--- config.mk ---
export PLATFORM = sky130hd
export DESIGN_NAME = pe_x9_kernel_sequencer_flat
export DESIGN_NICKNAME = d
export VERILOG_FILES = /design/src/rtl/pe_x9_kernel_sequencer_if.sv /design/src/rtl/pe_x9_kernel_sequencer.sv /design/src/flat_wrapper.sv
export SDC_FILE = /design/constraint.sdc
export NUM_CORES = 1
export LEC_CHECK = 0
export BUFFER_PORTS_ARGS = -buffer_cell sky130_fd_sc_hd__buf_2
export CORE_ASPECT_RATIO = 2
export CORE_UTILIZATION = 52
export CTS_CLUSTER_SIZE = 24
export DETAILED_ROUTE_END_ITERATION = 6
export PLACE_DENSITY_LB_ADDON = 0.15
export SYNTH_ARGS = -nofsm -noshare
export SYNTH_HDL_FRONTEND = slang
export SYNTH_SLANG_ARGS = --single-unit
--- constraint.sdc ---
create_clock -name clk -period 5.3 [get_ports clk]
set_input_delay 0.265 -clock clk [delete_from_list [all_inputs] [get_ports clk]]
set_output_delay 0.265 -clock clk [all_outputs]
set_load 0.005 [all_outputs]
--- src/rtl/pe_x9_kernel_sequencer_if.sv ---
// Bus bundle between the kernel sequencer, the weight memory, the activation
// source and the 3x3 PE array. The sequencer side uses the master modport.
interface pe_x9_kernel_sequencer_if #(
    parameter int DATA_WIDTH = 16,
    parameter int ADDR_WIDTH = 10,
    parameter int CNT_WIDTH  = 12
);
    // job control
    logic                    start;
    logic [ADDR_WIDTH-1:0]   ker_base_addr;
    logic [CNT_WIDTH-1:0]    num_windows;
    logic                    busy;
    logic                    done;
    // weight memory read port
    logic                    w_rd_en;
    logic [ADDR_WIDTH-1:0]   w_rd_addr;
    logic [DATA_WIDTH*3-1:0] w_rd_data;
    logic                    w_rd_valid;
    // PE array weight loading
    logic [2:0]              ker_load;
    logic [DATA_WIDTH*3-1:0] weight_to_pe;
    // activation stream and product strobe
    logic                    act_valid;
    logic                    act_ready;
    logic                    mult_valid;

    modport master (
        input  start, ker_base_addr, num_windows, w_rd_data, w_rd_valid, act_valid,
        output w_rd_en, w_rd_addr, ker_load, weight_to_pe, act_ready, mult_valid, busy, done
    );

    modport slave (
        output start, ker_base_addr, num_windows, w_rd_data, w_rd_valid, act_valid,
        input  w_rd_en, w_rd_addr, ker_load, weight_to_pe, act_ready, mult_valid, busy, done
    );
endinterface

--- src/rtl/pe_x9_kernel_sequencer.sv ---
// Kernel sequencer for the 3x3 PE array: loads three kernel rows from weight
// memory with a one-hot row select, then streams a programmed number of
// activation windows and emits a product-valid strobe aligned to PE latency.
module pe_x9_kernel_sequencer #(
    parameter int DATA_WIDTH = 16,
    parameter int ADDR_WIDTH = 10,
    parameter int CNT_WIDTH  = 12,
    parameter int PE_LATENCY = 1
) (
    input  logic clk,
    input  logic rst,
    pe_x9_kernel_sequencer_if.master bus
);

    typedef enum logic [2:0] {
        S_IDLE, S_LOAD_REQ, S_LOAD_WAIT, S_COMPUTE, S_DRAIN, S_DONE
    } state_t;

    state_t                r_state, w_state_next;
    logic [1:0]            r_row, w_row_next;
    logic [CNT_WIDTH-1:0]  r_cnt, w_cnt_next;
    logic [CNT_WIDTH-1:0]  r_num, w_num_next;
    logic [ADDR_WIDTH-1:0] r_base, w_base_next;
    logic [ADDR_WIDTH-1:0] r_rd_addr, w_rd_addr_next;
    logic [PE_LATENCY-1:0] r_sr, w_sr_next;

    logic                  w_accept;
    logic                  w_load_hit;
    logic [1:0]            w_row_inc;
    logic [CNT_WIDTH-1:0]  w_cnt_inc;
    logic [2:0]            w_ker_load;

    assign w_accept   = bus.act_valid && (r_state == S_COMPUTE);
    assign w_load_hit = (r_state == S_LOAD_WAIT) && bus.w_rd_valid;
    assign w_row_inc  = r_row + 2'd1;
    assign w_cnt_inc  = r_cnt + CNT_WIDTH'(1);

    // Latency line: stage 0 takes the accept strobe, each later stage the one before.
    assign w_sr_next[0] = w_accept;
    for (genvar gi = 1; gi < PE_LATENCY; gi++) begin : g_lat
        assign w_sr_next[gi] = r_sr[gi-1];
    end

    // State and datapath registers; reset aborts any job and flushes in-flight strobes.
    always_ff @(posedge clk or posedge rst) begin
        if (rst) begin
            r_state   <= S_IDLE;
            r_row     <= '0;
            r_cnt     <= '0;
            r_num     <= '0;
            r_base    <= '0;
            r_rd_addr <= '0;
            r_sr      <= '0;
        end else begin
            r_state   <= w_state_next;
            r_row     <= w_row_next;
            r_cnt     <= w_cnt_next;
            r_num     <= w_num_next;
            r_base    <= w_base_next;
            r_rd_addr <= w_rd_addr_next;
            r_sr      <= w_sr_next;
        end
    end

    // Next-state logic: row fetch loop, window counting, drain of the latency line.
    always_comb begin
        w_state_next   = r_state;
        w_row_next     = r_row;
        w_cnt_next     = r_cnt;
        w_num_next     = r_num;
        w_base_next    = r_base;
        w_rd_addr_next = r_rd_addr;
        case (r_state)
            S_IDLE: begin
                if (bus.start) begin
                    w_base_next    = bus.ker_base_addr;
                    w_num_next     = bus.num_windows;
                    w_rd_addr_next = bus.ker_base_addr;
                    w_row_next     = 2'd0;
                    w_cnt_next     = '0;
                    w_state_next   = S_LOAD_REQ;
                end
            end
            S_LOAD_REQ: w_state_next = S_LOAD_WAIT;
            S_LOAD_WAIT: begin
                if (bus.w_rd_valid) begin
                    if (r_row != 2'd2) begin
                        w_row_next     = w_row_inc;
                        // address wraps naturally at ADDR_WIDTH bits
                        w_rd_addr_next = r_base + ADDR_WIDTH'(w_row_inc);
                        w_state_next   = S_LOAD_REQ;
                    end else begin
                        w_cnt_next   = '0;
                        w_state_next = (r_num == '0) ? S_DONE : S_COMPUTE;
                    end
                end
            end
            S_COMPUTE: begin
                if (w_accept) begin
                    w_cnt_next = w_cnt_inc;
                    if (w_cnt_inc == r_num) begin
                        w_state_next = S_DRAIN;
                    end
                end
            end
            S_DRAIN: begin
                if (r_sr == '0) begin
                    w_state_next = S_DONE;
                end
            end
            S_DONE:  w_state_next = S_IDLE;
            default: w_state_next = S_IDLE;
        endcase
    end

    // One-hot row select, only in the cycle the row data is returned.
    always_comb begin
        w_ker_load = 3'b000;
        if (w_load_hit) begin
            case (r_row)
                2'd0:    w_ker_load = 3'b100;
                2'd1:    w_ker_load = 3'b010;
                default: w_ker_load = 3'b001;
            endcase
        end
    end

    assign bus.w_rd_en      = (r_state == S_LOAD_REQ);
    assign bus.w_rd_addr    = r_rd_addr;
    assign bus.ker_load     = w_ker_load;
    assign bus.weight_to_pe = w_load_hit ? bus.w_rd_data : '0;
    assign bus.act_ready    = (r_state == S_COMPUTE);
    assign bus.mult_valid   = r_sr[PE_LATENCY-1];
    assign bus.busy         = (r_state != S_IDLE);
    assign bus.done         = (r_state == S_DONE);

endmodule

--- src/flat_wrapper.sv ---
// flat-port wrapper written by rule: the top's interface ports become plain ports
module pe_x9_kernel_sequencer_flat 
#(
    parameter int DATA_WIDTH = 16,
    parameter int ADDR_WIDTH = 10,
    parameter int CNT_WIDTH  = 12,
    parameter int PE_LATENCY = 1
)
  (clk, rst, bus_start, bus_ker_base_addr, bus_num_windows, bus_w_rd_data, bus_w_rd_valid, bus_act_valid, bus_w_rd_en, bus_w_rd_addr, bus_ker_load, bus_weight_to_pe, bus_act_ready, bus_mult_valid, bus_busy, bus_done);
  pe_x9_kernel_sequencer_if #(.DATA_WIDTH(DATA_WIDTH), .ADDR_WIDTH(ADDR_WIDTH), .CNT_WIDTH(CNT_WIDTH)) bus_i ();
  input  logic clk;
  input  logic rst;
  input wire logic [$bits(bus_i.start)-1:0] bus_start;
  input wire logic [$bits(bus_i.ker_base_addr)-1:0] bus_ker_base_addr;
  input wire logic [$bits(bus_i.num_windows)-1:0] bus_num_windows;
  input wire logic [$bits(bus_i.w_rd_data)-1:0] bus_w_rd_data;
  input wire logic [$bits(bus_i.w_rd_valid)-1:0] bus_w_rd_valid;
  input wire logic [$bits(bus_i.act_valid)-1:0] bus_act_valid;
  output wire logic [$bits(bus_i.w_rd_en)-1:0] bus_w_rd_en;
  output wire logic [$bits(bus_i.w_rd_addr)-1:0] bus_w_rd_addr;
  output wire logic [$bits(bus_i.ker_load)-1:0] bus_ker_load;
  output wire logic [$bits(bus_i.weight_to_pe)-1:0] bus_weight_to_pe;
  output wire logic [$bits(bus_i.act_ready)-1:0] bus_act_ready;
  output wire logic [$bits(bus_i.mult_valid)-1:0] bus_mult_valid;
  output wire logic [$bits(bus_i.busy)-1:0] bus_busy;
  output wire logic [$bits(bus_i.done)-1:0] bus_done;
  assign bus_i.start = bus_start;
  assign bus_i.ker_base_addr = bus_ker_base_addr;
  assign bus_i.num_windows = bus_num_windows;
  assign bus_i.w_rd_data = bus_w_rd_data;
  assign bus_i.w_rd_valid = bus_w_rd_valid;
  assign bus_i.act_valid = bus_act_valid;
  assign bus_w_rd_en = bus_i.w_rd_en;
  assign bus_w_rd_addr = bus_i.w_rd_addr;
  assign bus_ker_load = bus_i.ker_load;
  assign bus_weight_to_pe = bus_i.weight_to_pe;
  assign bus_act_ready = bus_i.act_ready;
  assign bus_mult_valid = bus_i.mult_valid;
  assign bus_busy = bus_i.busy;
  assign bus_done = bus_i.done;
  pe_x9_kernel_sequencer #(.DATA_WIDTH(DATA_WIDTH), .ADDR_WIDTH(ADDR_WIDTH), .CNT_WIDTH(CNT_WIDTH), .PE_LATENCY(PE_LATENCY)) u_core (.clk(clk), .rst(rst), .bus(bus_i));
endmodule
======== Yosys cells after proc, flatten, opt, wreduce, memory -nomap -nowiden ========
Cells that the tools add are included.
cells by class
  add/sub/neg operators ................... 3
  equality and inequality tests ........... 15
  multiplexer cells ....................... 24
  reduce and logical (&&, ||, !) cells .... 12
operators by type and width
  cell                   number
  $mux 12                4
  $mux 48                1
  $pmux 12 s3            1
  $mux 10                3
  $mux 3                 8
  $pmux 10 s2            1
  $pmux 3 s5             1
  $add 12x1->12 const B  1
  $eq 12x12->1           1
  $logic_not 12->1       1
  $ne 2x2->1 const B     6
  $add 10x2->10          1
  $reduce_and 5->1       2
  $eq 3x2->1 const B     2
  $eq 3x3->1 const B     2
  $mux 2                 3
  $pmux 3 s2             1
  $reduce_bool 3->1      2
  $ne 2x1->1 const B     2
  $pmux 2 s2             1
  $reduce_and 4->1       1
  $eq 3x1->1 const B     1
  $logic_not 3->1        1
  $add 2x1->2 const B    1
  other kinds (5)        6
storage, ports and cells
  flip-flop bits (word level) ............. 50
  input bits .............................. 75

======== Depth between registers and ports, before layout ========
Gate-level depths: netlist of the first run.
  word-level depth ........................ 5
  depth in mapped cells ................... 9

======== Worst setup path after synthesis of the first run ========
No wires, ideal clock.
  path kind ............................... flip-flop to flip-flop
  start ................................... reg u_core.r_cnt[0]
  end ..................................... reg u_core.r_state[1]
  setup time .............................. 124 ps
  data arrival time ....................... 1885 ps
  required time ........................... 5176 ps
  path slack .............................. 3291 ps
  stages on the path, launching flop included .. 8
  path buffers ............................ 0
  period minus slack after synthesis ...... 2009 ps
  path through ............................ dfrtp_1 > ha_1 > nand3_2 > nor4_4 > xnor2_1 > a2111oi_4 > nand3_1 > a211o_1
on the way
  word-level cells in the longest chain between the ends .. 4
RTL lines
  item                        RTL line                       text
  start, declared             pe_x9_kernel_sequencer.sv:21   logic [CNT_WIDTH-1:0] r_cnt, w_cnt_next;
  start signal, assigned      pe_x9_kernel_sequencer.sv:57   r_cnt <= w_cnt_next;
  $add 12x1->12               pe_x9_kernel_sequencer.sv:36   assign w_cnt_inc = r_cnt + CNT_WIDTH'(1);
  $eq 12x12->1                pe_x9_kernel_sequencer.sv:101  if (w_cnt_inc == r_num) begin
  $ne 2x1->1 (no line)        --
  $reduce_and 5->1 (no line)  --
  end signal, assigned        pe_x9_kernel_sequencer.sv:55   r_state <= w_state_next;
  end, declared               pe_x9_kernel_sequencer.sv:19   state_t r_state, w_state_next;
Every way passes these cells.
A chain may end at the register's enable or synchronous reset.

======== Worst setup path after layout of the first run ========
  start ................................... reg u_core.r_state[2]
  end ..................................... out bus_ker_load[0]
on the way
  word-level cells in the longest chain between the ends .. 3
RTL lines
  item               RTL line                       text
  $eq 3x2->1         pe_x9_kernel_sequencer.sv:34   assign w_load_hit = (r_state == S_LOAD_WAIT) && bus.w_rd_valid;
  $logic_and 1x1->1  pe_x9_kernel_sequencer.sv:34
  $mux 3             pe_x9_kernel_sequencer.sv:119  if (w_load_hit) begin
  end, declared      flat_wrapper.sv:21             output wire logic [$bits(bus_i.ker_load)-1:0] bus_ker_load;
Every way passes these cells.

==> run_results.csv, run 1 <==
group,metric,value,unit
critical_path,cp.arrival,2440,ps
die,ios,141,
die,die_h,114.1,microns
grt,grt_pass1_wl,13900,microns
min_path,holdPathEnd,"u_core.r_num[3]$_DFFE_PP0P_",
cts,cts.reportedPaths.clkPinSlew,70,ps
cells_and_area,seq_area,0.001251,sq mm
timing,setup_viol,0,
detailed_routing,ant_nets,0,
die,core_area,0.006056,sq mm
cts,cts_buffers,5,
cts,cts_sinks,50,
yosys,syn_avg_cell_area,9.129,sq um
die,start_util,53.97,%
die,rows,40,
critical_path,worstSetupPathType,"reg2out",
timing,tns,0,ps
grt,grt_start_max_net_pins,52,
yosys,post-synth-top-area-cell,"dfrtp_1",
timing,slew_viol_final,0,
yosys,synth_top_area_share,38.28,%
pwr,leakage,0.002073,uW
yosys,yosys-top-cells-count,"50 x and2_1, 50 x dfrtp_1, 41 x o21ai_0",
status,status,"finished, violations left",
detailed_routing,drtIter0Drc,126,
die,die_w,58.06,microns
cells_and_area,multi_input_area,0.001911,sq mm
critical_path,r2r-start,"u_core.r_state[0]$_DFFE_PP0P_",
status,violations,"design-rule violations",
timing,max_freq,0.3695,GHz
job,maxCapViolCount,0,
yosys,synth.area.top_cells,"dfrtp_1 38%, and2_1 9.6%, mux2_2 7.2%",
timing,relSlewSlack,20.76,%
timing,period_share,51.07,%
critical_path,r2r_slack,2940,ps
cts,post_cts_buffers,0,
cells_and_area,area_delta_synth_final,27.22,%
yosys,synth-seq-area-share,38.28,%
detailed_routing,wire_per_inst,15.13,microns
critical_path,r2r_cells,3,
cts,post_cts_resized,0,
critical_path,worst-path-buf-inv,1,
min_path,worstHoldPathCells,2,
timing,rsz0062_at_grt,"no",
pwr,ir_worst_vdd,0.0003831,V
detailed_routing,firstDrtPassIters,7,
cts,root_buffer,"clkbuf_16",
critical_path,cp_slowest_cell,"and3_1",
grt,antenna_found_initial,0,
cells_and_area,final_nets,571,
min_path,hold_class,"in2reg",
timing,tightestPinTransition,1184,ps
grt,grt_usage,27.27,%
timing,hold_viol,0,
yosys,ys_ff_latch,50,
grt,gr-total-overflow,0,
critical_path,cp-end-kind,"output port",
critical_path,worstPathCellList,"nor2_1, and3_1, nor3b_1, buf_2",
min_path,hold_start,"bus_num_windows[3]",
timing,fin_skew,12.30,ps
detailed_routing,wl,8655,microns
critical_path,cp_max_fo,51,
yosys,syn_inst,358,
cells_and_area,drive_gt1_share,36.89,%
detailed_routing,vias_per_cell,5.386,
cells_and_area,antenna-diode-count,0,
cts,ctsLongestPathBuffers,2,
cts,clk_latency,300,ps
cts,htreeDepth,2,
yosys,synth_flop_cell,"dfrtp_1",
detailed_routing,vias,3081,
yosys,ys_warn_count,0,
grt,grt_pass1_vias,3171,
critical_path,max_stage_delay,930,ps
cells_and_area,n_fill_cell,502,
placement,port_buffers,140,
placement,routabilityCongestion,0.9323,
cts,ctsHoldBuffers,0,
yosys,synth_edf_count,0,
critical_path,timing.rr.end,"u_core.r_num[0]$_DFFE_PP0P_",
yosys,synth_area,0.003268,sq mm
placement,dpl.cell_count,564,
die,die_area,0.006625,sq mm
critical_path,cp_top_family,"simple AND/OR/NAND/NOR gates",
placement,post-dp-hpwl,6756,microns
critical_path,critPathRequiredTime,5040,ps
critical_path,worstSetupStartpointType,"register",
detailed_routing,drc,11,
timing,fin_crit,2706,ps
yosys,synth-async-reset-ratio,100.0,%
yosys,syn_nets,442,
pwr,power_density,473.6,mW/mm^2
cts,cts_tree,"yes",
cells_and_area,instances_no_fill,572,
yosys,synth_cell_types,52,
## state kept, by name (all words and copies together) (netlist names)
name and cells:
u_core.r_num 12, u_core.r_state 3, u_core.bus.mult_valid 1, u_core.r_row 2
u_core.r_base 10, u_core.r_cnt 12, u_core.bus.w_rd_addr 10
## routing by layer
metal / wire length [microns] / up-vias / global-route usage [%]
met5: 0 / - / 0
met4: 336 / 0 / 15.71
met3: 470 / 27 / 4.633
met2: 4754 / 116 / 49.73
met1: 3094 / 1441 / 28.20
li1: - / 1497 / -
## cell usage in the layout, fill, tap and decap left out, drive strengths merged, types with 9 or more instances in the layout
cell type,instances
nor2,20
nand2,38
xnor2,11
inv,9
buf,140
mux2,21
xor2,9
o21ai,41
and2,50
dfrtp,50
nand3,14
## cell families (layout without fill, tap and decap cells)
family	count (synthesis)	count (layout)	share of synthesized area [%]
and+or+nand+nor	157	157	27.11
AOI/OAI and AO/OA	68	68	13.17
DFF	50	50	38.28
muxes	27	27	9.074
buffers and inverters	27	157	3.331
xor gates and xnor gates	20	20	5.360
adders and majority gates	9	9	3.675
## worst max-delay path by stage
stage / startpoint / cells after the start / to / slack [ps]
floorplan: u_core.r_cnt[0]$_DFFE_PP0P_ / 7 / u_core.r_state[1]$_DFFE_PP0P_ / 3290
global placement: u_core.r_state[0]$_DFFE_PP0P_ / 4 / bus_ker_load[0] / 2940
detailed placement: u_core.r_state[0]$_DFFE_PP0P_ / 4 / bus_ker_load[0] / 2880
CTS: u_core.r_state[0]$_DFFE_PP0P_ / 4 / bus_ker_load[0] / 2560
global route: u_core.r_state[0]$_DFFE_PP0P_ / 4 / bus_ker_load[0] / 2320
finish: u_core.r_state[2]$_DFFE_PP0P_ / 4 / bus_ker_load[0] / 2590
## where the power goes
part	leakage (uW)	total [uW]	switching (uW)	internal [uW]
Combinational	0.00137	916	473	443
Sequential	0.000628	717	183	534
Clock	0.0000770	336	146	190
Total	0.00207	1970	802	1170
## area by class of cell
class	count	share of cell area, %
clock buffers	6	3.340
clock inverters	2	0.4213
multi-input cells	281	45.95
flip-flops and latches	50	30.09
well taps	84	2.528
repair buffers	140	16.85
inverters	9	0.8125
## stage by stage
stage	hold WS, ps	utilization, %	area [sq um]	power (uW)	setup WS [ps]
5_1_grt	202.7	68.66	4158	2113	2316
3_3_place_gp	460.3	66.07	4001	1609	2939
2_1_floorplan	381.8	-	3268	1335	3291
3_5_place_dp	471.0	66.07	4001	1640	2875
4_1_cts	199.0	68.66	4158	1980	2556
6_report	200.9	68.66	4158	1969	2594
No activity file was read; power rests on OpenSTA's default activity.
==> inputs of run 2 (changes only) <==
--- a/config.mk
+++ b/config.mk
@@ -7,7 +7,7 @@
 export LEC_CHECK = 0
 export BUFFER_PORTS_ARGS = -buffer_cell sky130_fd_sc_hd__buf_2
 export CORE_ASPECT_RATIO = 2
-export CORE_UTILIZATION = 52
+export CORE_UTILIZATION = 48
 export CTS_CLUSTER_SIZE = 24
 export DETAILED_ROUTE_END_ITERATION = 6
 export PLACE_DENSITY_LB_ADDON = 0.15
==> constraint.sdc (replaced) <==
create_clock -name clk -period 2.6 [get_ports clk]
set_input_delay 0.13 -clock clk [delete_from_list [all_inputs] [get_ports clk]]
set_output_delay 0.13 -clock clk [all_outputs]
set_load 0.005 [all_outputs]
==> run 2 against run 1 <==
Net effect: die area up 8.1%; non-clock buffer count rose by 5; combinational power up 110%; critical path type is now reg2reg; final cell count increased by 1.4%; clock skew is 4.4 ps lower; wire length up 3.8%; the run now ends clean; power up 100%; largest power group unchanged; via count fell by 0.49%; sequential share of layout area shrank 0.27 points; largest cell class unchanged.
==> run_results.csv, run 2 (synthesized netlist as in run 1, its figures left out) <==
group,metric,value,unit
detailed_routing,ant_nets,0,
critical_path,worstSetupPathType,"reg2reg",
critical_path,cp_max_fo,12,
cts,post_cts_resized,0,
cells_and_area,drive_gt1_share,37.40,%
die,die_w,60.35,microns
die,rows,42,
critical_path,cp.arrival,2580,ps
cells_and_area,final_nets,576,
min_path,holdPathEnd,"u_core.r_num[8]$_DFFE_PP0P_",
grt,grt_usage,26.90,%
cts,cts_tree,"yes",
timing,setup_slack,200.8,ps
placement,place_ws,267.4,ps
job,maxCapViolCount,0,
pwr,ir_worst_vdd,0.0006978,V
grt,gr-total-overflow,0,
cells_and_area,fin_util,63.36,%
timing,hold_viol,0,
pwr,leakage,0.002093,uW
timing,max_freq,0.4168,GHz
critical_path,r2r-start,"u_core.r_cnt[2]$_DFFE_PP0P_",
pwr,power_density,961.7,mW/mm^2
die,start_util,49.36,%
cts,ctsHoldBuffers,0,
detailed_routing,firstDrtPassIters,4,
cts,clk_latency,300,ps
grt,grt_start_max_net_pins,51,
timing,setup_viol,0,
min_path,hold_start,"bus_num_windows[8]",
placement,place_area,0.004056,sq mm
cts,ctsLongestPathBuffers,2,
cts,cts_sinks,50,
critical_path,timing.rr.end,"u_core.r_state[1]$_DFFE_PP0P_",
min_path,worstHoldPathCells,2,
placement,routabilityCongestion,0.9041,
cells_and_area,fin_area,0.004195,sq mm
cells_and_area,layout_commonest_cell,"buf_2",
cts,htreeDepth,2,
timing,tns,0,ps
timing,relSlewSlack,32.31,%
detailed_routing,vias,3066,
die,core_area,0.006621,sq mm
critical_path,critPathRequiredTime,2780,ps
placement,port_buffers,140,
min_path,hold_class,"in2reg",
die,die_h,118.7,microns
critical_path,worstSetupStartpointType,"register",
detailed_routing,wl,8984,microns
timing,period_share,92.28,%
status,status,"finished, final reports clean",
die,die_area,0.007162,sq mm
cells_and_area,instances_no_fill,580,
critical_path,r2r_cells,6,
timing,rsz0062_at_grt,"no",
cells_and_area,area_delta_synth_final,28.37,%
cts,post_cts_buffers,0,
timing,fin_crit,2399,ps
timing,fin_skew,7.850,ps
cells_and_area,top_regs,"u_core.r_cnt x12, u_core.r_num x12",
cts,root_buffer,"clkbuf_16",
detailed_routing,wire_per_inst,15.49,microns
timing,tightestPinTransition,1014,ps
detailed_routing,vias_per_cell,5.286,
placement,post-dp-hpwl,6929,microns
detailed_routing,drc,0,
critical_path,r2r_slack,200,ps
cts,cts.reportedPaths.clkPinSlew,70,ps
grt,grt_pass1_wl,14500,microns
grt,grt_pass1_vias,3056,
cells_and_area,final_cell_mix,"140 x buf_2, 50 x and2_1, 50 x dfrtp_1",
timing,slew_viol_final,0,
grt,antenna_found_initial,0,
cells_and_area,antenna-diode-count,0,
cts,cts_buffers,5,
die,ios,141,
critical_path,cp-end-kind,"register",
detailed_routing,drtIter0Drc,120,
placement,dpl.cell_count,573,
run 2: cell types whose count changed in the layout (fill, tap and decap cells not counted), sizes merged:
cell and change:
inv +1, clkbuf -1, buf +5, clkinv -1
run 2: worst max path at each step:
stage | startpoint | endpoint | slack [ps]
finish | u_core.r_cnt[2]$_DFFE_PP0P_ | u_core.r_state[1]$_DFFE_PP0P_ | 200
global placement | u_core.r_cnt[2]$_DFFE_PP0P_ | u_core.r_state[1]$_DFFE_PP0P_ | 320
CTS | u_core.r_cnt[2]$_DFFE_PP0P_ | u_core.r_state[1]$_DFFE_PP0P_ | 240
detailed placement | u_core.r_cnt[2]$_DFFE_PP0P_ | u_core.r_state[1]$_DFFE_PP0P_ | 270
global route | u_core.r_cnt[2]$_DFFE_PP0P_ | u_core.r_state[1]$_DFFE_PP0P_ | 80
floorplan | u_core.r_cnt[0]$_DFFE_PP0P_ | u_core.r_state[1]$_DFFE_PP0P_ | 590
run 2: per-layer routing:
| metal | vias to the layer above | global-route usage [%] | wire [microns] |
|---|---|---|---|
| met1 | 1422 | 30.87 | 3329 |
| met3 | 21 | 5.142 | 506 |
| met5 | - | 0 | 0 |
| met2 | 112 | 46.02 | 4861 |
| li1 | 1511 | - | - |
| met4 | 0 | 11.92 | 286 |
run 2: layout make-up:
type	count	area [sq um]
Clock inverter	2	13.76
Sequential cell	50	1251
Multi-Input combinational cell	281	1911
Fill cell	600	2426
Clock buffer	5	125.1
Tap cell	88	110.1
Inverter	9	33.78
Timing Repair Buffer	145	750.7
run 2: worst max-delay path: stages (launching register included):
cell and delay [ps]:
dfrtp_1 540, nand3_1 300, nor4_4 390, xnor2_1 130, nor4_2 460, nand3_1 180
a211o_1 280
run 2: where the power goes:
group          leakage, uW  internal, uW  switching [uW]
clock network    0.0000701           353             289
registers         0.000628          1090             370
logic              0.00140           947             987
total              0.00209          2390            1650
run 2: per-stage QoR:
step           power, uW  hold slack, ps
3_3_place_gp        3350           350.0
2_1_floorplan       2722           246.8
3_5_place_dp        3404           365.9
6_report            4035           58.89
5_1_grt             4345           62.60
4_1_cts             4055           63.69
==> inputs of run 3 (changes only) <==
--- a/config.mk
+++ b/config.mk
@@ -10,7 +10,7 @@
 export CORE_UTILIZATION = 48
 export CTS_CLUSTER_SIZE = 24
 export DETAILED_ROUTE_END_ITERATION = 6
-export PLACE_DENSITY_LB_ADDON = 0.15
+export PLACE_DENSITY = 0.8
 export SYNTH_ARGS = -nofsm -noshare
 export SYNTH_HDL_FRONTEND = slang
 export SYNTH_SLANG_ARGS = --single-unit
==> run 3 against run 2 <==
Net effect: critical path depth unchanged; sequential share of layout area shrank 0.20 points; clock skew decreased by 4.3 ps; clock-buffer cell count did not move; sequential power barely moved; via count is 2.7% higher; first-iteration DRC count grew 47%; register-to-register slack better by 60 ps; final cell count is 0.52% higher; die area did not move; non-clock buffer count increased by 2; clock power rose by 13%; critical path type unchanged; critical endpoint unchanged; largest power group unchanged; highest routed layer unchanged.
==> run_results.csv, run 3 (synthesized netlist as in run 1, its figures left out) <==
group,metric,value,unit
status,status,"finished, final reports clean",
cells_and_area,top_regs,"u_core.r_cnt x12, u_core.r_num x12",
cts,cts_buffers,5,
timing,fin_skew,3.594,ps
cells_and_area,final_cell_mix,"140 x buf_2, 50 x and2_1, 50 x dfrtp_1",
placement,place_ws,286.1,ps
die,start_util,49.36,%
cells_and_area,n_fill_cell,591,
critical_path,cp-end-kind,"register",
cells_and_area,instances_no_fill,583,
detailed_routing,vias_per_cell,5.400,
placement,port_buffers,140,
cts,clk_latency,280,ps
min_path,hold_class,"in2reg",
critical_path,r2r_cells,6,
cts,ctsHoldBuffers,1,
cells_and_area,antenna-diode-count,0,
detailed_routing,firstDrtPassIters,4,
critical_path,endpoint,"u_core.r_state[1]$_DFFE_PP0P_",
timing,rsz0062_at_grt,"no",
cts,post_cts_resized,0,
cells_and_area,layout_commonest_cell,"buf_2",
grt,antenna_found_initial,0,
die,die_w,60.35,microns
critical_path,cp_max_fo,12,
timing,tns,0,ps
timing,setup_viol,0,
cts,root_buffer,"clkbuf_16",
timing,fin_crit,2337,ps
cts,cts_tree,"yes",
die,ios,141,
placement,dpl.cell_count,574,
min_path,hold_start,"bus_num_windows[10]",
pwr,ir_worst_vdd,0.0005452,V
cts,post_cts_buffers,0,
critical_path,timing.rr.end,"u_core.r_state[1]$_DFFE_PP0P_",
cts,ctsLongestPathBuffers,2,
critical_path,crit_path_start,"u_core.r_cnt[2]$_DFFE_PP0P_",
detailed_routing,ant_nets,0,
critical_path,r2r_slack,260,ps
critical_path,worstSetupPathType,"reg2reg",
cts,cts_sinks,50,
cells_and_area,final_nets,578,
cells_and_area,area_delta_synth_final,29.25,%
critical_path,cp.arrival,2500,ps
detailed_routing,drc,0,
pwr,power_density,976.7,mW/mm^2
detailed_routing,drtIter0Drc,176,
cts,htreeDepth,2,
critical_path,r2r-start,"u_core.r_cnt[2]$_DFFE_PP0P_",
timing,period_share,89.87,%
detailed_routing,wl,9169,microns
timing,setup_slack,263.5,ps
timing,max_freq,0.4280,GHz
timing,relSlewSlack,54.43,%
die,die_area,0.007162,sq mm
grt,grt_usage,26.25,%
placement,post-dp-hpwl,7298,microns
die,die_h,118.7,microns
cells_and_area,drive_gt1_share,37.37,%
timing,tightestPinTransition,681.9,ps
placement,routabilityCongestion,0.9242,
die,core_area,0.006621,sq mm
grt,grt_start_max_net_pins,39,
job,maxCapViolCount,0,
detailed_routing,wire_per_inst,15.73,microns
grt,gr-total-overflow,0,
detailed_routing,vias,3148,
pwr,leakage,0.002113,uW
cts,cts.reportedPaths.clkPinSlew,70,ps
timing,hold_viol,0,
critical_path,worstSetupStartpointType,"register",
grt,grt_pass1_vias,3084,
critical_path,critPathRequiredTime,2770,ps
timing,slew_viol_final,0,
die,rows,42,
grt,grt_pass1_wl,14370,microns
## run 3: cell types whose count changed in the layout (fill, tap and decap cells not counted), sizes merged
cell / change
clkinv: +1
bufinv: +1
dlygate4sd3: +1
inv: -1
buf: +1
## run 3: cell type report
class                           count  area [sq um]  share of cell area [%]
Sequential cell                    50          1251                   29.62
Clock buffer                        5         125.1                   2.962
Tap cell                           88         110.1                   2.607
Clock inverter                      3         40.04                  0.9479
Timing Repair Buffer              147         755.7                   17.89
Inverter                            9         33.78                  0.7998
Multi-Input combinational cell    281          1908                   45.17
## run 3: metal layers
metal,global-route usage (%),share of wire [%]
met5,0,0
met4,11.34,3.5
met3,4.267,5.7
met2,45.47,53
met1,30.16,38
## run 3: worst max-delay path, cell delays in order (launching register included)
cell       delay [ps]
dfrtp_1           540
nand3_1           330
nor2_1            390
nor2_1            130
a2111oi_4         370
nand3_1           170
a211o_1           290
## run 3: worst min-delay path by stage
stage	end	slack (ps)	cells after the start
finish	u_core.r_num[10]$_DFFE_PP0P_	80	2
global route	u_core.r_num[10]$_DFFE_PP0P_	70	2
CTS	u_core.r_base[8]$_DFFE_PP0P_	70	3
detailed placement	u_core.r_num[8]$_DFFE_PP0P_	220	2
global placement	u_core.r_num[7]$_DFFE_PP0P_	220	2
floorplan	u_core.r_base[8]$_DFFE_PP0P_	250	2
## run 3: through the flow
stage          instance area [sq um]  power (uW)  hold slack, ps  util (%)
2_1_floorplan                   3268        2722           246.8         -
3_3_place_gp                    4049        3335           221.6     61.15
3_5_place_dp                    4049        3403           221.1     61.15
4_1_cts                         4224        4152           65.21     63.79
5_1_grt                         4224        4436           73.92     63.79
6_report                        4224        4126           76.82     63.79
## run 3: where the power goes
group / internal (uW) / total (uW) / switching, uW
registers: 1090 / 1460 / 375
logic: 938 / 1940 / 999
clock network: 450 / 724 / 274
